===== src/rtl/if_fetch_unit.sv =====
// if_fetch_unit: RV32I fetch stage - PC register, single-outstanding imem requests and a
// small fetch buffer feeding decode. Define IF_MISALIGN_TRAP_EN for misaligned-target traps.
module if_fetch_unit #(
   parameter logic [31:0] RESET_PC   = 32'h0000_0000,
   parameter int          FIFO_DEPTH = 2
) (
   input  logic        clk,
   input  logic        rst_n,
   input  logic        branch_flush,
   input  logic [31:0] branch_pc,
   output logic        o_imem_req,
   output logic [31:0] o_imem_addr,
   input  logic        i_imem_ack,
   input  logic [31:0] i_imem_data,
   output logic        o_if_valid,
   output logic [31:0] o_if_instr,
   output logic [31:0] o_if_pc,
`ifdef IF_MISALIGN_TRAP_EN
   output logic        o_if_misalign,
`endif
   input  logic        i_id_ready
);

   localparam int          PTR_W     = $clog2(FIFO_DEPTH);
   localparam int          CNT_W     = PTR_W + 1;
   localparam logic [31:0] NOP_INSTR = 32'h0000_0013;

   typedef enum logic [1:0] {
      S_IDLE  = 2'd0,
      S_FETCH = 2'd1,
      S_DRAIN = 2'd2
`ifdef IF_MISALIGN_TRAP_EN
      , S_TRAP = 2'd3
`endif
   } state_t;

   typedef struct packed {
      logic [31:0] pc;
      logic [31:0] instr;
`ifdef IF_MISALIGN_TRAP_EN
      logic        misalign;
`endif
   } entry_t;

   state_t             state_q, state_d;
   logic [31:0]        fetch_pc_q, fetch_pc_d;
   logic               req_q, req_d;
   logic [31:0]        addr_q, addr_d;
   logic [PTR_W-1:0]   rd_ptr_q, rd_ptr_d;
   logic [PTR_W-1:0]   wr_ptr_q, wr_ptr_d;
   logic [CNT_W-1:0]   count_q, count_d;
   logic               valid_q, valid_d;
   logic [31:0]        instr_q, instr_d;
   logic [31:0]        pc_q, pc_d;
`ifdef IF_MISALIGN_TRAP_EN
   logic               misalign_q, misalign_d;
   logic               trap_pend_q, trap_pend_d;
   logic [31:0]        trap_pc_q, trap_pc_d;
`else
   logic               unused_pc_lsbs;
   assign unused_pc_lsbs = ^branch_pc[1:0];
`endif

   entry_t             mem_q [FIFO_DEPTH];
   entry_t             wr_entry;
   entry_t             head_d;
   logic               wr_en;
   logic [PTR_W-1:0]   wr_idx;
   logic               ack_take;
   logic               pop;
   logic               flush_drain;

   // NOTE: every signal assigned here gets a default first so no latch can be inferred.
   always_comb begin
      state_d    = state_q;
      fetch_pc_d = fetch_pc_q;
      rd_ptr_d   = rd_ptr_q;
      wr_ptr_d   = wr_ptr_q;
      count_d    = count_q;
      wr_en      = 1'b0;
      wr_entry   = '0;
`ifdef IF_MISALIGN_TRAP_EN
      trap_pend_d = trap_pend_q;
      trap_pc_d   = trap_pc_q;
`endif
      ack_take    = req_q & i_imem_ack;
      pop         = valid_q & i_id_ready;
      flush_drain = branch_flush & req_q & ~i_imem_ack;

      case (state_q)
         S_IDLE:  state_d = S_FETCH;
         S_FETCH: begin
            if (ack_take) begin
               wr_en          = 1'b1;
               wr_entry.pc    = fetch_pc_q;
               wr_entry.instr = i_imem_data;
               fetch_pc_d     = fetch_pc_q + 32'd4;
            end
         end
         S_DRAIN: begin
            if (ack_take) begin
               state_d = S_FETCH;
`ifdef IF_MISALIGN_TRAP_EN
               if (trap_pend_q) begin
                  wr_en             = 1'b1;
                  wr_entry.pc       = trap_pc_q;
                  wr_entry.instr    = NOP_INSTR;
                  wr_entry.misalign = 1'b1;
                  trap_pend_d       = 1'b0;
                  state_d           = S_TRAP;
               end
`endif
            end
         end
`ifdef IF_MISALIGN_TRAP_EN
         S_TRAP:  state_d = S_TRAP;
`endif
         default: state_d = S_IDLE;
      endcase

      if (!branch_flush) begin
         if (wr_en) wr_ptr_d = wr_ptr_q + 1'b1;
         if (pop)   rd_ptr_d = rd_ptr_q + 1'b1;
         count_d = count_q + CNT_W'(wr_en) - CNT_W'(pop);
      end else begin
         // Flush kills everything buffered and any word returning this cycle.
         wr_en      = 1'b0;
         wr_entry   = '0;
         rd_ptr_d   = '0;
         wr_ptr_d   = '0;
         count_d    = '0;
         fetch_pc_d = {branch_pc[31:2], 2'b00};
         state_d    = flush_drain ? S_DRAIN : S_FETCH;
`ifdef IF_MISALIGN_TRAP_EN
         trap_pend_d = 1'b0;
         if (branch_pc[1:0] != 2'b00) begin
            if (flush_drain) begin
               trap_pend_d = 1'b1;
               trap_pc_d   = branch_pc;
            end else begin
               wr_en             = 1'b1;
               wr_entry.pc       = branch_pc;
               wr_entry.instr    = NOP_INSTR;
               wr_entry.misalign = 1'b1;
               wr_ptr_d          = PTR_W'(1);
               count_d           = CNT_W'(1);
               state_d           = S_TRAP;
            end
         end
`endif
      end

      wr_idx = branch_flush ? '0 : wr_ptr_q;

      // A DRAIN holds the bus on the abandoned address until its ack arrives.
      req_d  = (state_d == S_DRAIN) ||
               ((state_d == S_FETCH) && (count_d < CNT_W'(FIFO_DEPTH)));
      addr_d = (state_d == S_DRAIN) ? addr_q : fetch_pc_d;

      head_d  = (wr_en && (wr_idx == rd_ptr_d)) ? wr_entry : mem_q[rd_ptr_d];
      valid_d = (count_d != '0);
      instr_d = valid_d ? head_d.instr : NOP_INSTR;
      pc_d    = valid_d ? head_d.pc    : 32'h0;
`ifdef IF_MISALIGN_TRAP_EN
      misalign_d = valid_d & head_d.misalign;
`endif
   end

   // NOTE: sequential state uses non-blocking assignments so all flops update together.
   always_ff @(posedge clk or negedge rst_n) begin
      if (!rst_n) begin
         state_q    <= S_IDLE;
         fetch_pc_q <= RESET_PC;
         req_q      <= 1'b0;
         addr_q     <= RESET_PC;
         rd_ptr_q   <= '0;
         wr_ptr_q   <= '0;
         count_q    <= '0;
         valid_q    <= 1'b0;
         instr_q    <= NOP_INSTR;
         pc_q       <= 32'h0;
`ifdef IF_MISALIGN_TRAP_EN
         misalign_q  <= 1'b0;
         trap_pend_q <= 1'b0;
         trap_pc_q   <= 32'h0;
`endif
      end else begin
         state_q    <= state_d;
         fetch_pc_q <= fetch_pc_d;
         req_q      <= req_d;
         addr_q     <= addr_d;
         rd_ptr_q   <= rd_ptr_d;
         wr_ptr_q   <= wr_ptr_d;
         count_q    <= count_d;
         valid_q    <= valid_d;
         instr_q    <= instr_d;
         pc_q       <= pc_d;
`ifdef IF_MISALIGN_TRAP_EN
         misalign_q  <= misalign_d;
         trap_pend_q <= trap_pend_d;
         trap_pc_q   <= trap_pc_d;
`endif
      end
   end

   // NOTE: buffer storage is not reset; count_q alone decides which slots hold live entries.
   always_ff @(posedge clk) begin
      if (wr_en) mem_q[wr_idx] <= wr_entry;
   end

   assign o_imem_req  = req_q;
   assign o_imem_addr = addr_q;
   assign o_if_valid  = valid_q;
   assign o_if_instr  = instr_q;
   assign o_if_pc     = pc_q;
`ifdef IF_MISALIGN_TRAP_EN
   assign o_if_misalign = misalign_q;
`endif

endmodule


===== config.mk =====
export PLATFORM = sky130hd
export DESIGN_NAME = if_fetch_unit
export DESIGN_NICKNAME = d
export VERILOG_FILES = /design/src/rtl/if_fetch_unit.sv
export SDC_FILE = /design/constraint.sdc
export NUM_CORES = 1
export LEC_CHECK = 0
export BUFFER_PORTS_ARGS = -buffer_cell sky130_fd_sc_hd__buf_2
export CAP_MARGIN = 20
export CORE_UTILIZATION = 40
export CTS_CLUSTER_DIAMETER = 50
export CTS_CLUSTER_SIZE = 24
export DETAILED_ROUTE_END_ITERATION = 7
export GPL_ROUTABILITY_DRIVEN = 0
export SLEW_MARGIN = 20
export SYNTH_ARGS = -nofsm -noshare
export SYNTH_HDL_FRONTEND = slang
export SYNTH_SLANG_ARGS = --single-unit

===== constraint.sdc =====
create_clock -name clk -period 7.5 [get_ports clk]
set_clock_uncertainty 0.05 [all_clocks]
set_input_delay 1.5 -clock clk [delete_from_list [all_inputs] [get_ports clk]]
set_output_delay 1.5 -clock clk [all_outputs]
set_load 0.1 [all_outputs]

# Yosys cells after proc, flatten, opt, wreduce, memory -nomap -nowiden
# Memories as Yosys holds them, arrays and structs flattened.
# Index checks and enable logic that the tools add are counted.
# op_classes
eq_ne	5
bitwise_logic	5
n_addsub	5
n_reduce_logical	6
mux	24
n_lt_le_gt_ge	1
# op_table
operator	count
64-bit two-way mux	4
32-bit two-way mux	5
32-bit by 3-bit adder with 32-bit output, second input constant	1
1-bit two-way mux	10
2-bit two-way mux	4
2-bit one-hot mux with 3 select lines	1
1-bit AND	4
2-bit by 1-bit == test with 1-bit output, second input constant	2
2-bit == test, second input constant	2
2-bit nonzero test	2
1-bit adder, second input constant	2
2-bit by 1-bit adder with 2-bit output	1
1-bit logical AND	2
2-bit zero test	1
2-bit less-than comparator, second input constant	1
2-bit by 1-bit subtractor with 2-bit output	1
1-bit == test	1
1-bit logical OR	1
1-bit NOT	1
# totals
ram_bits	128
word_cells	57
memories	1
register_bits	136
in_bits	69
# mem_list
memory	words	word_bits	rd	rd_ports_with_merged_regs	wr	line_no	text
mem_q	2	64	1	0	1	64	entry_t mem_q [FIFO_DEPTH];

# Depth between registers and ports, before layout
# Gate-level depths: netlist of the first run.
# depth
word_depth	9
mapped_depth	12
depth_no_buf	11

# Least setup slack after synthesis of the first run
# Ideal clock, no wire load.
# synth_timing
kind	input to register
startpoint	input i_imem_ack
endpoint	register pc_q[11] (netlist: o_if_pc[11])
t_required_ns	7.356
path_slack_ns	-0.150
cell_stages	8
arrival_ns	7.507
path_cell_list	and4b_2 inv_2 buf_2 nor3_1 mux2i_1 buf_2 buf_1 a211oi_1
# synth_via
elab_chain_cells	8
# synth_rtl
element	line_no	text
start, declared	13	input logic i_imem_ack,
1-bit AND *	86	ack_take = req_q & i_imem_ack;
1-bit two-way mux	93	if (ack_take) begin
1-bit two-way mux	90	case (state_q)
2-bit by 1-bit adder with 2-bit output	124	count_d = count_q + CNT_W'(wr_en) - CNT_W'(pop);
2-bit by 1-bit subtractor with 2-bit output	124	
2-bit two-way mux	121	if (!branch_flush) begin
2-bit nonzero test	161	valid_d = (count_d != '0);
32-bit two-way mux *	163	pc_d = valid_d ? head_d.pc : 32'h0;
named net pc_d[11]	54	logic [31:0] pc_q, pc_d;
end signal, assigned	197	pc_q <= pc_d;
end, declared	54	
# Mark *: on every way through the listed nets, which the timed path passes. The rest lies on a longest branch.
# A chain may end at the register's enable or synchronous reset.

# Worst setup path in the final report of the first run
# layout_timing
startpoint	input branch_flush
endpoint	register pc_q[23] (netlist: o_if_pc[23])
# layout_via
elab_chain_cells	5
# layout_rtl
element	line_no	text
start, declared	9	input logic branch_flush,
1-bit two-way mux, on equally long branches	153, 121	
1-bit == test	160	head_d = (wr_en && (wr_idx == rd_ptr_d)) ? wr_entry : mem_q[rd_ptr_d];
1-bit logical AND	160	
64-bit two-way mux	160	
32-bit two-way mux *	163	
named net pc_d[23]	54	
# Marked as above.

==> flow_summary.ini, run 1 <==
[run_status]
status = finished, violations left
violations = DRC

[power]
seq_power_share = 0.334
comb_power_share = 0.406
pwr-share-clk = 0.260
p_leak_nw = 6.11
swShare = 0.469
p_sw_mw = 2.67
ir_drop_mv = 0.259
power.internal_mw = 3.02
p_per_area_mw_per_mm2 = 438

[route]
vias = 6908
drc = 13
totalWireLength_um = 23600
ant_nets = 0
wl_per_cell_um = 18.0
dr.first_iter.drc_count = 402
drt-vias-per-instance = 5.27
drt_first_pass_iters = 6

[final_layout]
final_cell_area_mm2 = 0.0130
diodes = 0
area_growth_pct = 20.0
drive_above_1_share = 0.275
final_cell_mix = buf_2 (163), dfrtp_1 (133), edfxtp_1 (128)
final_common_cell = buf_2
fin_nets = 1028

[clock_tree]
cts.clk_slew.worst_paths_ns = 0.07
tritoncts = built
post_cts_resized = 0
cts_sinks = 264
htree_levels = 1
cts_made_buffers = 27
cts_root_buf = clkbuf_16
postCtsSetupBuffers = 0
clock_latency_ns = 0.53
cts.path.max_buffers = 3
cts_hold_buf = 0

[critical_path]
cp-start-kind = primary input
rrSetupSlack_ns = 4.02
reg2reg_to = o_if_pc[19]
cp-startpoint = branch_flush
arrival_ns = 4.54
ff2ff_path_depth = 11
worst_ep_required_time_ns = 7.86
rr_startpoint = o_imem_req
path_max_fanout = 89
path_class = primary input to flop
endpoint_kind = flop

[global_routing]
grt_pass1_vias = 6993
grt_pass1_wl_um = 38100
grt_overflow_total = 0
grtUsageTotal = 0.172
grt_max_degree = 90
antenna_found_initial = 0

[timing]
setup_viol = 0
fin_crit_ns = 4.18
setup_ws_ns = 3.32
max_slew_margin = 0.324
finalMaxSlewViolations = 0
clock.fmax_mhz = 239
rsz0062_at_grt = no
fin_tns_setup_ns = 0
tightest_slew_ns = 1.01
fin_crit_sh = 0.557
hold_viol = 0

[worst_hold_path]
hp-class = flop to flop
hold_depth = 2
hold_end = o_imem_addr[31]
min_from = o_imem_addr[31]

[placement]
place_area_mm2 = 0.0120
io_buffers = 164
place_ws_ns = 2.65
post-dp-hpwl_um = 14500

[logic_synthesis]
synth_cells = 808
synth_edf_count = 128
async_reset_ff_frac = 0.515
synth_nets = 880
ys_seq_elements = 264
yosys_warnings = 0
ys_seq_area_frac = 0.669
synth_cell_types = 40
avgSynthCellArea_um2 = 13.4
synth_ff_type = dfrtp_1
netlist_area_mm2 = 0.0108

[floorplan]
io-pin-count = 167
die_h_um = 167
start_util = 0.411
die_area_mm2 = 0.0278
die_x_um = 167
core_area_mm2 = 0.0264
rows = 59

[job]
drv_cap = 0
## kinds of logic (layout without fill, tap and decap cells)
logic type / after synthesis / count (layout) / share of synthesized area
AO/OA/AOI/OAI: 106 / 106 / 0.0716
multiplexers: 95 / 95 / 0.0910
buffers and inverters: 65 / 234 / 0.0242
XOR/XNOR: 31 / 31 / 0.0250
flip-flops: 264 / 264 / 0.669
AND/OR/NAND/NOR: 244 / 244 / 0.116
adder cells (fa/ha/maj): 3 / 3 / 0.00346
## power by group through the flow
stage / registers (mW) / logic (mW) / clock network [mW]
after detailed placement: 1.93 / 2.33 / 0
after global placement: 1.93 / 2.32 / 0
after floorplan: 3.33 / 0.487 / 0
final: 1.90 / 2.31 / 1.48
after CTS: 1.90 / 2.33 / 1.52
after global routing: 1.93 / 2.41 / 1.58
## worst max-delay path, cell delays in order
cell	delay, ns
buf_2	0.26
inv_2	0.11
buf_4	0.69
and3_4	1.01
mux2i_4	0.12
buf_4	0.41
a211oi_1	0.38
## synth_stat cells (2+ instances only)
library cell / number / area share
a211oi_1: 61 / 0.042
a21oi_1: 7 / 0.0032
a221o_1: 13 / 0.012
a221oi_1: 2 / 0.0016
and2_0: 2 / 0.0012
and2_1: 3 / 0.0017
and3_1: 84 / 0.048
buf_1: 2 / 0.00069
buf_2: 15 / 0.0069
clkbuf_1: 39 / 0.014
dfrtp_1: 133 / 0.31
dfstp_2: 3 / 0.0073
edfxtp_1: 128 / 0.35
ha_1: 3 / 0.0035
inv_1: 7 / 0.0024
mux2_2: 28 / 0.029
mux2i_1: 67 / 0.062
nand2_1: 27 / 0.0093
nand3_1: 14 / 0.0065
nand4_1: 12 / 0.0069
nor2_1: 81 / 0.028
nor2b_1: 4 / 0.0023
nor3_1: 9 / 0.0042
nor4_1: 2 / 0.0012
nor4_2: 3 / 0.0035
o21ai_0: 15 / 0.0069
o221ai_1: 2 / 0.0016
xnor2_1: 21 / 0.017
xor2_1: 10 / 0.0081
## how the worst max path moves through the flow
stage          cells after the start  slack [ns]       endpoint
2_1_floorplan                      8        1.92    o_if_pc[11]
3_3_place_gp                       7        2.72    o_if_pc[23]
3_5_place_dp                       7        2.65    o_if_pc[23]
4_1_cts                            7        3.20    o_if_pc[23]
5_1_grt                            8        3.02  o_if_instr[1]
6_report                           7        3.32    o_if_pc[23]
## final cells by class
cell class	instances	area [um^2]
Inverter	9	33.8
Clock inverter	23	338
Fill cell	2305	13300
Multi-Input combinational cell	479	3380
Clock buffer	27	676
Timing Repair Buffer	175	910
Tap cell	335	419
Sequential cell	264	7250
## metrics by stage
step / util / power, mW / instances / hold WS (ns)
after detailed placement: 0.455 / 4.26 / 1262 / 0.428
after global routing: 0.493 / 5.91 / 1312 / 0.466
after CTS: 0.493 / 5.76 / 1312 / 0.447
after global placement: 0.455 / 4.25 / 1262 / 0.425
after floorplan: - / 3.81 / 808 / 0.435
final: 0.493 / 5.69 / 1312 / 0.443
## metal layers
layer	up-vias	global-route usage	part of all wire
met3	34	0.0233	0.051
met5	-	0	0
met4	0	0.0447	0.019
met2	189	0.280	0.46
li1	3300	-	-
met1	3385	0.243	0.47
## state kept, by name, summed over array words and instances, names as in the netlist
register / count
count_q: 2
rd_ptr_q: 1
o_imem_addr: 32
o_if_pc: 32
o_imem_req: 1
wr_ptr_q: 1
fetch_pc_q: 32
o_if_instr: 32
o_if_valid: 1
state_q: 2
mem_q: 128
(Power assumes the default switching activity.)
==> inputs of run 2 (changes only) <==
==> constraint.sdc (replaced) <==
create_clock -name clk -period 4.2 [get_ports clk]
set_clock_uncertainty 0.05 [all_clocks]
set_input_delay 0.84 -clock clk [delete_from_list [all_inputs] [get_ports clk]]
set_output_delay 0.84 -clock clk [all_outputs]
set_load 0.1 [all_outputs]
==> flow_summary.ini, run 2 (same netlist as run 1, synthesis figures left out) <==
[run_status]
status = finished, violations left
violations = DRC

[placement]
place_ws_ns = 0.544
post-dp-hpwl_um = 14400
place_area_mm2 = 0.0121
io_buffers = 164

[route]
drt_first_pass_iters = 8
wl_per_cell_um = 18.1
totalWireLength_um = 23900
ant_nets = 0
vias = 6857
drt-vias-per-instance = 5.18
dr.first_iter.drc_count = 500
drc = 13

[floorplan]
die_h_um = 167
rows = 59
start_util = 0.411
die_x_um = 167
core_area_mm2 = 0.0264
io-pin-count = 167
die_area_mm2 = 0.0278

[clock_tree]
cts_hold_buf = 0
cts_made_buffers = 31
post_cts_resized = 0
cts.clk_slew.worst_paths_ns = 0.06
htree_levels = 1
cts.path.max_buffers = 3
clock_latency_ns = 0.54
postCtsSetupBuffers = 0
tritoncts = built
cts_sinks = 264
cts_root_buf = clkbuf_16

[critical_path]
max_stage_delay_ns = 0.60
cp_slowest_cell = and4b_2
rr_startpoint = o_imem_req
endpoint_kind = flop
cp-start-kind = flop
arrival_ns = 3.57
path_max_fanout = 62
crit_chain = and4b_2, inv_2, ha_1, inv_1, ha_1, xor2_1, xnor2_1, nor2_1, nor2_4, buf_12, inv_1, o21ai_0
reg2reg_to = o_if_instr[4]
path_class = flop to flop
worst_ep_required_time_ns = 4.60
rrSetupSlack_ns = 1.03
ff2ff_path_depth = 12

[job]
drv_cap = 0

[final_layout]
largest_reg_flops = 128
final_cell_mix = buf_2 (163), dfrtp_1 (133), edfxtp_1 (128)
regMostFlops = mem_q
final_common_cell = buf_2
drive_above_1_share = 0.280
fin_nets = 1037
diodes = 0
n_fill_cell = 2331
area_growth_pct = 20.9
final_cell_area_mm2 = 0.0131

[timing]
tightest_slew_ns = 1.02
max_slew_margin = 0.309
finalMaxSlewViolations = 0
fin_tns_setup_ns = 0
rsz0062_at_grt = no
clock.fmax_mhz = 315
fin_crit_sh = 0.755
fin_crit_ns = 3.17
hold_viol = 0
setup_ws_ns = 1.03
setup_viol = 0

[worst_hold_path]
hp-class = primary input to async pin

[global_routing]
grt_pass1_vias = 6959
grt_overflow_total = 0
antenna_found_initial = 0
grt_max_degree = 104
grt_pass1_wl_um = 38000
grtUsageTotal = 0.172

[power]
p_per_area_mw_per_mm2 = 781
p_leak_nw = 6.19
ir_drop_mv = 0.459
[run 2: how the worst max path moves through the flow]
stage | startpoint | endpoint | slack, ns | cells past startpoint
2_1_floorplan | o_imem_req | o_if_pc[11] | 0.02 | 8
3_3_place_gp | i_imem_ack | o_if_instr[0] | 0.57 | 13
3_5_place_dp | i_imem_ack | o_if_instr[4] | 0.54 | 13
4_1_cts | o_imem_req | o_if_instr[4] | 1.02 | 12
5_1_grt | o_imem_req | o_if_instr[0] | 0.80 | 12
6_report | o_imem_req | o_if_instr[4] | 1.03 | 12
[run 2: area by class of cell]
| type | count | area [um^2] | area share |
|---|---|---|---|
| clock buffers | 33 | 783 | 0.0598 |
| clock inverters | 23 | 241 | 0.0184 |
| inverters | 9 | 33.8 | 0.00258 |
| multi-input cells | 479 | 3380 | 0.258 |
| flip-flops and latches | 264 | 7250 | 0.553 |
| well taps | 335 | 419 | 0.0320 |
| repair buffers | 180 | 1000 | 0.0763 |
[run 2: metal layers]
layer / up-vias / track usage / wire length [um]
met5: - / 0 / 0
met4: 0 / 0.0334 / 301
met3: 27 / 0.0250 / 1170
met2: 181 / 0.284 / 11200
met1: 3328 / 0.244 / 11200
li1: 3321 / - / -
[run 2: worst max-delay path, delay by kind of cell, from the launching register on]
kind	cells	cell delay, ns
compound gates	1	0.11
xor+xnor	2	0.35
fa+ha+maj	2	0.52
buf+inv	4	0.73
flops	1	0.46
simple gates	3	0.83
[run 2: through the flow]
step / total power, mW / instances / utilization / hold WS [ns]
final: 10.2 / 1323 / 0.497 / 0.340
after global routing: 10.6 / 1323 / 0.497 / 0.450
after CTS: 10.3 / 1323 / 0.497 / 0.443
after detailed placement: 7.65 / 1267 / 0.458 / 0.421
after global placement: 7.62 / 1267 / 0.458 / 0.418
after floorplan: 6.81 / 808 / - / 0.435
[run 2: power by group]
group	total, mW	switching (mW)	internal (mW)
Clock	2.66	1.10	1.57
Combinational	4.17	3.48	0.688
Sequential	3.40	0.200	3.20
Total	10.2	4.78	5.45
